==> src/rtl/timer_pkg.sv <==
// Shared types and constants for the mm:ss countdown timer datapath.
package timer_pkg;

    typedef enum logic [1:0] {
        ST_IDLE  = 2'd0,
        ST_RUN   = 2'd1,
        ST_PAUSE = 2'd2,
        ST_DONE  = 2'd3
    } state_e;

    localparam int              SEC_W   = 6;
    localparam logic [SEC_W-1:0] SEC_MAX = 6'd59;

    function automatic logic [SEC_W-1:0] clamp_sec(input logic [SEC_W-1:0] sec);
        return (sec > SEC_MAX) ? SEC_MAX : sec;
    endfunction

endpackage

==> src/rtl/countdown_timer_if.sv <==
// Control/status bundle between the countdown timer and its host (display mux, buzzer, front panel).
interface countdown_timer_if
    import timer_pkg::*;
#(
    parameter int MIN_W = 7
) ();

    logic             tick;
    logic             load;
    logic [MIN_W-1:0] load_min;
    logic [SEC_W-1:0] load_sec;
    logic             start;
    logic             pause;
    logic [MIN_W-1:0] minute;
    logic [SEC_W-1:0] second;
    logic             running;
    logic             expired;
    logic             alarm;

    modport master (
        output tick, load, load_min, load_sec, start, pause,
        input  minute, second, running, expired, alarm
    );

    modport slave (
        input  tick, load, load_min, load_sec, start, pause,
        output minute, second, running, expired, alarm
    );

endinterface

==> src/rtl/sec_down_counter.sv <==
// 0..59 modulo down-counter with synchronous load and enable; borrow_o is a
// registered flag that is high for the cycle after a 0 -> 59 wrap.
module sec_down_counter
    import timer_pkg::*;
(
    input  logic             clk,
    input  logic             reset,
    input  logic             load_i,
    input  logic [SEC_W-1:0] load_val_i,
    input  logic             en_i,
    output logic [SEC_W-1:0] count_o,
    output logic             zero_o,
    output logic             borrow_o
);

    logic [SEC_W-1:0] count_q, count_d;
    logic             borrow_q, borrow_d;

    always_comb begin
        count_d  = count_q;
        borrow_d = 1'b0;
        if (load_i) begin
            count_d = load_val_i;
        end else if (en_i) begin
            if (count_q == '0) begin
                count_d  = SEC_MAX;
                borrow_d = 1'b1;
            end else begin
                count_d = count_q - SEC_W'(1);
            end
        end
    end

    always_ff @(posedge clk) begin
        if (reset) begin
            count_q  <= '0;
            borrow_q <= 1'b0;
        end else begin
            count_q  <= count_d;
            borrow_q <= borrow_d;
        end
    end

    assign count_o  = count_q;
    assign zero_o   = (count_q == '0);
    assign borrow_o = borrow_q;

endmodule

==> src/rtl/countdown_timer.sv <==
// mm:ss countdown timer: minute field, expiry FSM and optional latched alarm.
// Define COUNTDOWN_ALARM_EN to build the alarm latch; otherwise alarm is tied low.
//
// state    | meaning
// ST_IDLE  | preset loaded (or reset), waiting for start
// ST_RUN   | decrementing once per tick
// ST_PAUSE | count frozen, start resumes
// ST_DONE  | reached 00:00, holds until load
module countdown_timer
    import timer_pkg::*;
#(
    parameter int MIN_W   = 7,
    parameter int MAX_MIN = 99
) (
    input  logic               clk,
    input  logic               reset,
    countdown_timer_if.slave   bus
);

    state_e           state_q, state_d;
    logic [MIN_W-1:0] minute_q, minute_d;
    logic             expired_q, expired_d;

    logic [MIN_W-1:0] load_min_clamped;
    logic [SEC_W-1:0] sec_count;
    logic             sec_zero;
    logic             sec_en;
    logic             count_zero;
    // Minutes borrow on the same edge as the wrap, so the registered borrow is not needed here.
    logic             sec_borrow_unused;

    assign load_min_clamped = (bus.load_min > MIN_W'(MAX_MIN)) ? MIN_W'(MAX_MIN) : bus.load_min;
    assign count_zero       = (minute_q == '0) && sec_zero;

    sec_down_counter u_sec (
        .clk        (clk),
        .reset      (reset),
        .load_i     (bus.load),
        .load_val_i (clamp_sec(bus.load_sec)),
        .en_i       (sec_en),
        .count_o    (sec_count),
        .zero_o     (sec_zero),
        .borrow_o   (sec_borrow_unused)
    );

    always_comb begin
        state_d   = state_q;
        minute_d  = minute_q;
        expired_d = 1'b0;
        sec_en    = 1'b0;
        if (bus.load) begin
            minute_d = load_min_clamped;
            state_d  = ST_IDLE;
        end else if (bus.start) begin
            if (state_q == ST_IDLE || state_q == ST_PAUSE) begin
                if (count_zero) begin
                    state_d   = ST_DONE;
                    expired_d = 1'b1;
                end else begin
                    state_d = ST_RUN;
                end
            end
        end else if (bus.pause) begin
            if (state_q == ST_RUN) begin
                state_d = ST_PAUSE;
            end
        end else if (bus.tick && state_q == ST_RUN) begin
            sec_en = 1'b1;
            if (sec_zero && minute_q != '0) begin
                minute_d = minute_q - MIN_W'(1);
            end
            if (minute_q == '0 && sec_count == SEC_W'(1)) begin
                state_d   = ST_DONE;
                expired_d = 1'b1;
            end
        end
    end

    always_ff @(posedge clk) begin
        if (reset) begin
            state_q   <= ST_IDLE;
            minute_q  <= '0;
            expired_q <= 1'b0;
        end else begin
            state_q   <= state_d;
            minute_q  <= minute_d;
            expired_q <= expired_d;
        end
    end

`ifdef COUNTDOWN_ALARM_EN
    logic alarm_q, alarm_d;

    always_comb begin
        alarm_d = alarm_q;
        if (bus.load) begin
            alarm_d = 1'b0;
        end else if (expired_d) begin
            alarm_d = 1'b1;
        end
    end

    always_ff @(posedge clk) begin
        if (reset) begin
            alarm_q <= 1'b0;
        end else begin
            alarm_q <= alarm_d;
        end
    end

    assign bus.alarm = alarm_q;
`else
    assign bus.alarm = 1'b0;
`endif

    assign bus.minute  = minute_q;
    assign bus.second  = sec_count;
    assign bus.running = (state_q == ST_RUN);
    assign bus.expired = expired_q;

endmodule

==> src/flat_wrapper.sv <==
// flat-port wrapper written by rule: the top's interface ports become plain ports
module countdown_timer_flat import timer_pkg::*;
#(
    parameter int MIN_W   = 7,
    parameter int MAX_MIN = 99
)
  (clk, reset, bus_tick, bus_load, bus_load_min, bus_load_sec, bus_start, bus_pause, bus_minute, bus_second, bus_running, bus_expired, bus_alarm);
  countdown_timer_if #(.MIN_W(MIN_W)) bus_i ();
  input  logic clk;
  input  logic reset;
  input wire logic [$bits(bus_i.tick)-1:0] bus_tick;
  input wire logic [$bits(bus_i.load)-1:0] bus_load;
  input wire logic [$bits(bus_i.load_min)-1:0] bus_load_min;
  input wire logic [$bits(bus_i.load_sec)-1:0] bus_load_sec;
  input wire logic [$bits(bus_i.start)-1:0] bus_start;
  input wire logic [$bits(bus_i.pause)-1:0] bus_pause;
  output wire logic [$bits(bus_i.minute)-1:0] bus_minute;
  output wire logic [$bits(bus_i.second)-1:0] bus_second;
  output wire logic [$bits(bus_i.running)-1:0] bus_running;
  output wire logic [$bits(bus_i.expired)-1:0] bus_expired;
  output wire logic [$bits(bus_i.alarm)-1:0] bus_alarm;
  assign bus_i.tick = bus_tick;
  assign bus_i.load = bus_load;
  assign bus_i.load_min = bus_load_min;
  assign bus_i.load_sec = bus_load_sec;
  assign bus_i.start = bus_start;
  assign bus_i.pause = bus_pause;
  assign bus_minute = bus_i.minute;
  assign bus_second = bus_i.second;
  assign bus_running = bus_i.running;
  assign bus_expired = bus_i.expired;
  assign bus_alarm = bus_i.alarm;
  countdown_timer #(.MIN_W(MIN_W), .MAX_MIN(MAX_MIN)) u_core (.clk(clk), .reset(reset), .bus(bus_i));
endmodule
==> config.mk <==
export PLATFORM = sky130hd
export DESIGN_NAME = countdown_timer_flat
export DESIGN_NICKNAME = d
export VERILOG_FILES = /design/src/rtl/timer_pkg.sv /design/src/rtl/countdown_timer_if.sv /design/src/rtl/sec_down_counter.sv /design/src/rtl/countdown_timer.sv /design/src/flat_wrapper.sv
export SDC_FILE = /design/constraint.sdc
export NUM_CORES = 1
export LEC_CHECK = 0
export CORE_ASPECT_RATIO = 0.9
export CORE_MARGIN = 2
export CORE_UTILIZATION = 30
export CTS_CLUSTER_SIZE = 20
export DETAILED_ROUTE_END_ITERATION = 8
export PLACE_DENSITY_LB_ADDON = 0.1
export SLEW_MARGIN = 20
export SYNTH_ARGS = -nofsm -noshare
export SYNTH_HDL_FRONTEND = slang
export SYNTH_SLANG_ARGS = --single-unit
export TNS_END_PERCENT = 30
==> constraint.sdc <==
create_clock -name clk -period 2.79 [get_ports clk]
set_input_delay 0.4185 -clock clk [delete_from_list [all_inputs] [get_ports clk]]
set_output_delay 0.4185 -clock clk [all_outputs]
set_load 0.1 [all_outputs]
==> flow_summary.json <==
{
  "dr.pass1.iters": 4,
  "timing.final.hold_violations": 0,
  "die_w_um": 72.25,
  "cts.reportedPaths.clkPinSlew_ps": 70,
  "path_cells": "inv_1 -> ha_1 -> or4b_4 -> o211ai_1 -> nor2_1 -> a211o_1",
  "path_max_fanout": 5,
  "critPathArrivalTime_ps": 2230,
  "ys_types": 50,
  "antenna_found_initial": 0,
  "yosysWarningCount": 0,
  "cts_buffer_depth": 2,
  "final_util": 0.4026,
  "min_period_ps": 2090,
  "worstMarginPinSlew_ps": 519.8,
  "synthFlopType": "dfxtp_1",
  "cts_tree": "done",
  "p_leak_nw": 0.6296,
  "slew_headroom": 0.6491,
  "crit_path_end_kind": "register",
  "die_y_um": 65.42,
  "track_usage": 0.1576,
  "yosys.area.top_type": "dfxtp_1",
  "postRouteAntennaNets": 0,
  "final_cell_mix": "clkdlybuf4s50_1, buf_4, dfxtp_1",
  "final_common_cell": "clkdlybuf4s50_1",
  "gp_congestion": 0.7752,
  "ctsHoldBuffers": 0,
  "port_buffers": 33,
  "drc": 0,
  "drtIter0Drc": 57,
  "cp.required_ps": 2930,
  "synth_fa_ha_area_frac": 0.04975,
  "synth_compound_area_frac": 0.2786,
  "post-route-period-util": 0.7491,
  "critPathKind": "register to register",
  "wire_per_inst_um": 14.94,
  "instances_no_fill": 231,
  "top_layer_used": "met4",
  "postSynthAreaPerCell_um2": 8.219,
  "cpMaxStageDelayCell": "or4b_4",
  "area_growth_pct": 29.55,
  "htree_levels": 1,
  "dp_cells": 228,
  "ir_drop_mv": 0.2237,
  "cts.sinks": 16,
  "layout_setup_ws_ps": 700.1,
  "synth_seq_area_share": 0.2547,
  "ctsResizeCount": 0,
  "status": "finished clean",
  "wl_met3_um": 187,
  "slew_violations": 0,
  "met2WireLength_mm": 1.532,
  "io_pins": 35,
  "grt_pass1_vias": 1223,
  "async_flop_share": 0,
  "wl_mm": 3.451,
  "setup_viol": 0,
  "synth_top_area_share": 0.2547,
  "grt_max_degree": 24,
  "path_buf_inv": 1,
  "postCtsSetupBuffers": 0,
  "grt_overflow": 0,
  "p_per_area_nw_per_um2": 455.1,
  "synthCells": 153,
  "clk_latency_ps": 250,
  "core_um2": 4046,
  "muxShareOfSynthArea": 0,
  "initial_core_util": 0.3108,
  "cts_buffers": 3,
  "viasPerCell": 5.662,
  "hold_class": "register to register",
  "antenna_cells": 0,
  "synthTopCellsByArea": "dfxtp_1, ha_1, nor3_1",
  "rsz0062_at_grt": "false",
  "vias": 1308,
  "wirelength_met1_mm": 1.710,
  "synth-xor-area-share": 0,
  "fmax_mhz": 478.5,
  "cts-root-buf": "clkbuf_8",
  "syn_nets": 177,
  "crit_family": "compound AO/OA/AOI/OAI gates",
  "tns_ps": 0,
  "dp_hpwl_mm": 2.714,
  "grt_pass1_wl_mm": 5.913,
  "fp-row-count": 22,
  "place_ws_ps": 552.3,
  "die_area_um2": 4726,
  "ys_ff_latch": 16,
  "synth_top_family_by_area": "simple AND/OR/NAND/NOR gates",
  "nNetsFinal": 209,
  "fin_skew_ps": 5.001,
  "syn_area_um2": 1257,
  "synth_edf_count": 0,
  "synth-simple-area-share": 0.3512,
  "drive_gt1_frac": 0.1585,
  "critPathLaunchType": "register",
  "slowest_delay_ps": 500,
  "drv_cap": 0
}
## cells in the mapped netlist, types with 2 or more instances
cell type	number
a21oi_1	8
inv_1	11
and3_1	2
nor3_1	11
or4_1	3
nand2_1	11
buf_4	2
nand4_1	3
nor2b_1	4
a2111oi_0	4
a211o_1	3
nand2b_1	2
nor4_1	5
o21ai_0	4
a311oi_1	2
nor2_1	10
or3_1	2
nor4b_1	2
a211oi_1	3
o311ai_0	2
clkbuf_1	5
ha_1	5
nand3_1	4
nand4b_1	2
o22ai_1	2
a2111oi_4	2
dfxtp_1	16
## cells by family (layout without fill, tap and decap cells)
logic type,Yosys count,after routing
simple gates,72,72
buf+inv,19,49
compound gates,40,40
fa+ha+maj,5,5
other cells,1,1
flops,16,16
## power breakdown
group	internal (W)	switching [W]
clock network	0.0000958	0.0000833
logic	0.0000934	0.000199
registers	0.000243	0.0000258
total	0.000433	0.000309
## sequential cells by signal, summed over array words and instances (netlist names)
| name | cells |
|---|---|
| u_core.bus.minute | 7 |
| u_core.u_sec.count_o | 6 |
| u_core.state_q | 2 |
| u_core.bus.expired | 1 |
## per-stage QoR
stage | hold slack [ps] | total power [W] | instance area (µm²)
3_5_place_dp | 550.8 | 0.0005682 | 1588
3_3_place_gp | 537.4 | 0.0005670 | 1588
4_1_cts | 563.5 | 0.0007524 | 1629
2_1_floorplan | 494.9 | 0.0004890 | 1257
5_1_grt | 599.5 | 0.0007812 | 1629
6_report | 562.8 | 0.0007413 | 1629
## layer usage
layer	up-vias	global-route usage
li1	651	-
met1	625	0.2246
met5	-	0
met3	2	0.03834
met4	0	0.03538
met2	30	0.2385
## tightest hold or removal path: cells and delay by family, from the launching register on
family / cells / cell delay, ps
flip-flops: 1 / 350
AO/OA/AOI/OAI: 2 / 170
## layout make-up
type / count / area [µm²]
inverter: 11 / 41.29
sequential: 16 / 320.3
clock buffer: 3 / 41.29
tap: 48 / 60.06
timing repair buffer: 35 / 307.8
multi-input combinational: 118 / 858.3
fill: 434 / 2417
## worst paths after layout
kind / from / end / slack (ps) / cells past startpoint
max reg2reg: u_core.bus.minute[0] / u_core.bus.minute[1] / 700 / 6
min: u_core.state_q[0] / u_core.state_q[0] / 560 / 2
max: u_core.bus.minute[0] / u_core.bus.minute[1] / 700 / 6
min reg2reg: u_core.state_q[0] / u_core.state_q[0] / 560 / 2
Note: power is estimated with default switching activity, not from simulation.
==> RTL change (same settings) <==
Add a define of `COUNTDOWN_ALARM_EN`.
--- a/src/rtl/countdown_timer.sv
+++ b/src/rtl/countdown_timer.sv
@@ -7,4 +7,6 @@
 // ST_PAUSE | count frozen, start resumes
 // ST_DONE  | reached 00:00, holds until load
+`define COUNTDOWN_ALARM_EN
+
 module countdown_timer
     import timer_pkg::*;
Behaviour: not the same (a bounded check fails within 4 cycles, from zero or initial values and one cycle with reset high).
==> RTL change against the original RTL <==
- highest routed layer unchanged
- clock skew fell by 0.0028 ns
- die area fell by 11%
- global-route usage fell by 1.3 points
- wire length fell by 18%
- combinational power fell by 7.8%
- critical path depth did not move
- critical endpoint is now u_core.u_sec.count_o[4]$_SDFFE_PP0P_
- cell count fell by 8.2%
- sequential cell count rose by 1
- design area fell by 7.6%
- power fell by 0.55%
- synthesized area fell by 11%
- setup slack improved by 0.20 ns
==> RTL change: results (changes against the original RTL) <==
{| class="wikitable"
! Metric !! Value
|-
| Maximum number of pins on one net before global-route repair || 16 (-33%)
|-
| CP max FO || 11 (+6)
|-
| Global-route wire length before repair || 4480 um (-24%)
|-
| Actual slew at the worst max-slew pin || 0.483 ns (-0.0372 ns)
|-
| Worst-case hold slack || 0.476 ns (-0.0868 ns)
|-
| Syn nets || 157 (-11%)
|-
| Status || complete, no violations
|-
| CP delay by family, top || buffers and inverters
|-
| Area occupied by registers || 340 sq um (+6.2%)
|-
| Xor/xnor share of the synthesized area || 3.93% (+3.9 points)
|-
| Syn Inst Count || 133 (-13%)
|-
| Filler cells || 370 (-15%)
|-
| Largest voltage drop on the vdd net || 188 uV (-16%)
|-
| Fraction of the mapped netlist area in compound gates || 24.2% (-3.6 points)
|-
| Depth of the worst register-to-register path || 5 (-1)
|-
| Placed cell count || 208 (-8.8%)
|-
| Data arrival at the endpoint of the critical path || 2.07 ns (-0.16 ns)
|-
| Cells taking the most area after synthesis || sky130_fd_sc_hd__dfxtp_1 (31%), sky130_fd_sc_hd__ha_1 (5.6%), sky130_fd_sc_hd__nor2_1 (4.4%), sky130_fd_sc_hd__a21oi_1 (3.6%), sky130_fd_sc_hd__o21ai_0 (3.1%)
|-
| CTS Root Buffer Type || sky130_fd_sc_hd__clkbuf_8
|-
| DP Area || 1460 sq um (-8.1%)
|-
| Global-route usage over all layers || 14.4% (-1.3 points)
|-
| Synth cell count leaders || sky130_fd_sc_hd__dfxtp_1 (17), sky130_fd_sc_hd__nor2_1 (13), sky130_fd_sc_hd__a21oi_1 (8), sky130_fd_sc_hd__inv_1 (8)
|-
| Reg-to-reg critical path startpoint || u_core.u_sec.count_o[2]$_SDFFE_PP0P_
|-
| Number of cells traversed by the worst hold path || 1 (-1)
|-
| Number of global-route vias before repair || 923 (-25%)
|-
| Wire length per cell || 13.4 um (-11%)
|-
| Crit-path max cell delay || 0.59 ns (+0.09 ns)
|-
| Routability cong. || 0.791 (+2.0%)
|-
| Via density || 5.20 (-8.1%)
|-
| Crit path max-delay cell type || sky130_fd_sc_hd__clkdlybuf4s50_1
|-
| Part of the Yosys area used for sequential elements || 30.5% (+5.1 points)
|-
| Number of distinct library cell variants in the gate-level netlist after synthesis || 47 (-6.0%)
|-
| Hold path start || u_core.bus.alarm$_SDFFE_PP0P_
|-
| Htree depth || 1 (unchanged)
|-
| Dpl hpwl || 2190 um (-19%)
|-
| Critical R2R Capture || u_core.bus.minute[5]$_SDFFE_PP0P_
|-
| Non-filler instance count after layout || 212 (-8.2%)
|-
| Iteration-0 DRC count of the detailed router || 49 (-14%)
|-
| Min Tclk post-route || 1.89 ns (-0.197 ns)
|-
| Proportion of layout cells with a drive suffix above 1 || 19.0% (+3.2 points)
|-
| Number of nets in the layout || 193 (-7.7%)
|}
RTL change: final cells by class:
type	count	share of cell area (%)
repair buffers	37	21.4
inverters	8	2.00
clock inverters	1	0.333
well taps	44	3.66
clock buffers	3	2.74
flip-flops and latches	17	22.6
multi-input cells	102	47.2
RTL change: how the worst max path moves through the flow:
stage / from / end / cells after the start
finish: bus_start / u_core.u_sec.count_o[4]$_SDFFE_PP0P_ / 6
CTS: bus_start / u_core.u_sec.count_o[4]$_SDFFE_PP0P_ / 6
detailed placement: bus_start / u_core.bus.minute[3]$_SDFFE_PP0P_ / 6
floorplan: u_core.bus.minute[0]$_SDFFE_PP0P_ / u_core.bus.minute[5]$_SDFFE_PP0P_ / 6
global placement: bus_start / u_core.bus.minute[5]$_SDFFE_PP0P_ / 5
global route: bus_start / u_core.bus.minute[3]$_SDFFE_PP0P_ / 6
RTL change: layer usage:
layer | track usage [%] | share of wire [%]
met1 | 21.1 | 52
met4 | 4.29 | 1.0
met2 | 21.9 | 43
met3 | 2.34 | 3.7
met5 | 0 | 0
RTL change: power groups by stage:
stage                     registers [mW]  clock network, mW  logic (mW)
after floorplan                    0.377                  0       0.103
after global placement             0.284                  0       0.269
after detailed placement           0.284                  0       0.269
after CTS                          0.278              0.195       0.271
after global routing               0.281              0.209       0.287
final                              0.278              0.189       0.270
RTL change: cells by family (layout without fill, tap and decap cells):
| group | count (synthesis) | after routing |
|---|---|---|
| adder cells (fa/ha/maj) | 5 | 5 |
| AO/OA/AOI/OAI | 38 | 38 |
| XOR/XNOR | 5 | 5 |
| flip-flops | 17 | 17 |
| buffers and inverters | 14 | 49 |
| AND/OR/NAND/NOR | 54 | 54 |
